[config.mk]
export PLATFORM = sky130hd
export DESIGN_NAME = flash_ctrl_rd_arb
export DESIGN_NICKNAME = d
export VERILOG_FILES = /design/src/rtl/flash_ctrl_rd_arb.sv
export SDC_FILE = /design/constraint.sdc
export NUM_CORES = 1
export LEC_CHECK = 0
export BUFFER_PORTS_ARGS = -buffer_cell sky130_fd_sc_hd__clkbuf_2
export CAP_MARGIN = 20
export CORE_UTILIZATION = 49
export DETAILED_ROUTE_END_ITERATION = 8
export HOLD_SLACK_MARGIN = 0.06
export PLACE_DENSITY = 0.87
export SLEW_MARGIN = 20
export SYNTH_ARGS = -nofsm -noshare
export SYNTH_HDL_FRONTEND = slang
export SYNTH_SLANG_ARGS = --single-unit
[constraint.sdc]
create_clock -name clk_i -period 1.99 [get_ports clk_i]
set_input_delay 0 -clock clk_i [delete_from_list [all_inputs] [get_ports clk_i]]
set_output_delay 0 -clock clk_i [all_outputs]
set_load 0.01 [all_outputs]
[src/rtl/flash_ctrl_rd_arb.sv]
// Flash read arbiter: grants the flash read engine to sw or hw, hw priority with a sw anti-starvation limit.
// Optional busy timeout compiled in with FLASH_CTRL_RD_ARB_TIMEOUT_EN.
module flash_ctrl_rd_arb #(
  parameter int AddrW         = 16,
  parameter int MaxHwBurst    = 4,
  parameter int TimeoutCycles = 1024
) (
  input  logic             clk_i,
  input  logic             rst_ni,
  input  logic             sw_req_i,
  input  logic [AddrW-1:0] sw_addr_i,
  input  logic [11:0]      sw_num_words_i,
  output logic             sw_gnt_o,
  output logic             sw_done_o,
  output logic [3:0]       sw_err_o,
  input  logic             hw_req_i,
  input  logic [AddrW-1:0] hw_addr_i,
  input  logic [11:0]      hw_num_words_i,
  output logic             hw_gnt_o,
  output logic             hw_done_o,
  output logic [3:0]       hw_err_o,
  output logic             op_start_o,
  output logic [AddrW-1:0] op_addr_o,
  output logic [11:0]      op_num_words_o,
  input  logic             op_done_i,
  input  logic [2:0]       op_err_i,
  output logic             owner_o,
  output logic             busy_o
);

  typedef enum logic [1:0] {
    StIdle = 2'b00,
    StBusy = 2'b01,
    StDone = 2'b10
  } st_e;

  localparam logic [2:0] BurstMax = 3'(MaxHwBurst);

  st_e              r_state;
  st_e              w_state_nxt;
  logic [2:0]       r_streak;
  logic [AddrW-1:0] r_addr;
  logic [11:0]      r_num;
  logic             r_owner;

  logic       w_idle;
  logic       w_busy;
  logic       w_legal;
  logic       w_sw_win;
  logic       w_hw_win;
  logic       w_tmo;
  logic       w_fin;
  logic [3:0] w_err;

  // Grants are gated by rst_ni so an asserted reset forces every output low at once.
  assign w_idle   = (r_state == StIdle) && rst_ni;
  assign w_busy   = (r_state == StBusy);
  assign w_legal  = (r_state == StIdle) || (r_state == StBusy) || (r_state == StDone);
  assign w_sw_win = w_idle && sw_req_i && (!hw_req_i || (r_streak == BurstMax));
  assign w_hw_win = w_idle && hw_req_i && !w_sw_win;

`ifdef FLASH_CTRL_RD_ARB_TIMEOUT_EN
  logic [15:0] r_tmo_cnt;

  // A real completion in the timeout cycle wins over the timeout.
  assign w_tmo = w_busy && !op_done_i && (r_tmo_cnt == 16'(TimeoutCycles - 1));
  assign w_err = op_done_i ? {1'b0, op_err_i} : 4'b1000;

  always_ff @(posedge clk_i or negedge rst_ni) begin
    if (!rst_ni) begin
      r_tmo_cnt <= '0;
    end else if (w_sw_win || w_hw_win) begin
      r_tmo_cnt <= '0;
    end else if (w_busy) begin
      r_tmo_cnt <= r_tmo_cnt + 16'd1;
    end
  end
`else
  assign w_tmo = 1'b0;
  assign w_err = {1'b0, op_err_i};
`endif

  assign w_fin = w_busy && (op_done_i || w_tmo);

  always_comb begin
    w_state_nxt = StIdle;
    case (r_state)
      StIdle:  w_state_nxt = (w_sw_win || w_hw_win) ? StBusy : StIdle;
      StBusy:  w_state_nxt = w_fin ? StDone : StBusy;
      StDone:  w_state_nxt = StIdle;
      default: w_state_nxt = StIdle;
    endcase
  end

  always_ff @(posedge clk_i or negedge rst_ni) begin
    if (!rst_ni) begin
      r_state  <= StIdle;
      r_streak <= '0;
      r_addr   <= '0;
      r_num    <= '0;
      r_owner  <= 1'b0;
    end else begin
      r_state <= w_state_nxt;
      if (w_sw_win) begin
        r_addr   <= sw_addr_i;
        r_num    <= sw_num_words_i;
        r_owner  <= 1'b0;
        r_streak <= '0;
      end else if (w_hw_win) begin
        r_addr   <= hw_addr_i;
        r_num    <= hw_num_words_i;
        r_owner  <= 1'b1;
        // Streak only counts hw wins that made a waiting sw request lose.
        if (!sw_req_i) begin
          r_streak <= '0;
        end else if (r_streak != BurstMax) begin
          r_streak <= r_streak + 3'd1;
        end
      end
    end
  end

  assign sw_gnt_o       = w_sw_win;
  assign hw_gnt_o       = w_hw_win;
  assign sw_done_o      = w_fin && !r_owner;
  assign hw_done_o      = w_fin && r_owner;
  assign sw_err_o       = sw_done_o ? w_err : 4'b0000;
  assign hw_err_o       = hw_done_o ? w_err : 4'b0000;
  assign op_start_o     = w_busy;
  assign busy_o         = w_busy;
  assign op_addr_o      = w_legal ? r_addr : '0;
  assign op_num_words_o = w_legal ? r_num : '0;
  assign owner_o        = w_legal && r_owner;

endmodule

==> run metrics <==
largest cells by area after synthesis dfrtp_1 (42%), and2_1 (11%), a31oi_1 (8.6%); first-pass GRT wire length 10.90 mm; Post-DRT Antenna Nets 0; setup bufs post-CTS 0; slowest cell on the critical path dfrtp_1; Max VDD drop 0.5386 mV; CTS max path bufs 2; detailed placement HPWL 3.957 mm; wire per inst 15.48 µm; TNS Setup 0 ps; clock latency on the worst-skew pair 280 ps; total iterations of the first detailed-routing run 4; Seq cells post-synth 34; worst slew pin tran 760.0 ps; Die ar. 0.004435 mm²; Critical Setup Path Class reg2out; Fin. Hold Viols 0; CTS Buf Count 5; Via Count 2,473; endpoints failing setup 0; Synth top cells by count and2_1 (36), dfrtp_1 (34), nand3_1 (30); count leader, synth and2_1; Starting DRT DRC Count 222; Netlist cell types 29; Area growth syn-to-layout 57.77%; Port Buffers 104; remaining routing DRC violations 0; Crit. End Element primary output; Pleak 1.475 nW; worst r2r src r_streak[0]; Post-Route Skew 6.700 ps; asr flop ratio synth 100.0%; Max Clk Rate 539.3 MHz; share of post-route cells with drive strength above 1 31.31%; number of flops mapped to enable cells by yosys 0; Final Hold Slack 201.1 ps; Worst slew margin 49.21%; clk sink count 34; Avg Inst Size Synth 8.413 µm²; # rows 23; total wire length 6.906 mm; FF-to-FF path depth 5; I/O pin count 107; Synth Cell Area 0.002044 mm²; Critical Path RT 1990 ps; CP Launch Type flip-flop; Worst-path clk slew 60 ps; status finished, final reports clean; Cells after Synth 243; vias per cell 5.545; PwrDens 862.5 mW/mm²; crit path launch r_streak[0]; core area 0.004000 mm²; vias in the first global route 2,357; number of fill cells 283; Die Width 66.60 µm; CTS hold repair buffers 59; path type of the worst min-delay path in2async; CTS tree done; crit path DAT 1850 ps; Synth Flop Type dfrtp_1; sequential-to-total area share from yosys stat 41.62%; Layout Nets 462; pin count of the biggest net entering global routing 31; number of antenna violations at the first check in global routing 0; Post-CTS Resized 0; area fraction of the dominant cell type after synthesis 41.62%; GRT Total Usage 32.85%; RSZ-0062 raised after global routing false; minimum clock period 1854 ps; GP Congestion 0.7347; max incr delay on CP 350 ps; period utilisation layout 93.18%; synth warn 0; Max Fanout on Critical Path 9; Cell Chain, Critical Path inv_1, ha_1, a21boi_2, buf_4, nor2_1, nor2_1, clkbuf_2; Initial Util 51.11%; Pins Over Slew Limit 0; leading area contributor after synthesis dfrtp_1; maxcap violations 0; GR Overflow Total 0; Die Y 66.60 µm; CTS Root Buffer Type clkbuf_8; H-tree lvl count 2; CP dominant cell by count nor2_1; n_diodes 0
## logic make-up (layout without fill, tap and decap cells)
| logic type | after synthesis | in the layout | synth area share (%) |
|---|---|---|---|
| buffers and inverters | 33 | 185 | 8.446 |
| AND/OR/NAND/NOR | 81 | 81 | 23.50 |
| other | 1 | 2 | 0.1834 |
| flip-flops | 34 | 34 | 41.62 |
| AO/OA/AOI/OAI | 92 | 92 | 25.03 |
| adder cells (fa/ha/maj) | 2 | 2 | 1.224 |
## metrics by stage
| step | area [µm²] | power, mW | cells | worst slack [ps] | utilization [%] |
|---|---|---|---|---|---|
| after floorplan | 2048 | 1.756 | 244 | 622.2 | - |
| after global placement | 2559 | 2.148 | 380 | 454.0 | 63.97 |
| after detailed placement | 2559 | 2.190 | 380 | 369.2 | 63.97 |
| after CTS | 3226 | 2.759 | 446 | 152.7 | 80.64 |
| after global routing | 3226 | 2.975 | 446 | 1.704 | 80.64 |
| final | 3226 | 2.782 | 446 | 135.6 | 80.64 |
## path summary, 6_finish.rpt
kind | end | slack [ps]
worst min-delay path | r_addr[4] | 200
worst max-delay path | hw_gnt_o | 140
worst max register to register | r_num[5] | 320
worst min register to register | r_num[9] | 540
min in group clk_i | r_num[6] | 290
max in group asynchronous | r_num[1] | 1150
## power by group
group          switching [mW]  internal, mW
Sequential              0.125         0.923
Combinational           0.662         0.598
Clock                   0.234         0.241
## worst max-delay path, delay by kind of cell (launching register included)
kind / cells / cell delay [ps]
buf+inv: 3 / 450
flops: 1 / 350
compound gates: 1 / 350
fa+ha+maj: 1 / 220
simple gates: 2 / 200
## metal layers
layer | track usage (%) | routed length, µm | part of all wire (%)
met3 | 6.678 | 419 | 6.1
met4 | 13.30 | 155 | 2.2
met5 | 0 | 0 | 0
met1 | 39.24 | 2651 | 38
met2 | 56.94 | 3680 | 53
## cell usage in the layout (no fill, tap or decap), drive strengths merged
| cell type | count |
|---|---|
| or2 | 1 |
| nand2 | 3 |
| nand4 | 1 |
| o311a | 1 |
| nand4bb | 1 |
| clkbuf | 111 |
| and4bb | 1 |
| ha | 2 |
| inv | 5 |
| nor2 | 2 |
| and3b | 1 |
| buf | 10 |
| a21oi | 28 |
| conb | 2 |
| nor3b | 1 |
| and2 | 37 |
| nor2b | 1 |
| and3 | 1 |
| a21bo | 1 |
| a21boi | 1 |
| dfrtp | 34 |
| nand3 | 30 |
| a31oi | 28 |
| and2b | 1 |
| o21ai | 33 |
| dlygate4sd3 | 59 |
## cell type report
class	instances	area (µm²)	share of cell area [%]
Multi-Input combinational cell	177	1031	31.96
Tap cell	50	62.56	1.939
Inverter	5	18.77	0.5818
Timing Repair Buffer	173	1186	36.77
Sequential cell	34	850.8	26.38
Clock buffer	7	76.32	2.366
## state kept, by name (all words and copies together) (netlist names)
signal,cells
r_addr,16
r_num,12
r_owner,1
r_state,2
r_streak,3
(Power assumes the default switching activity.)
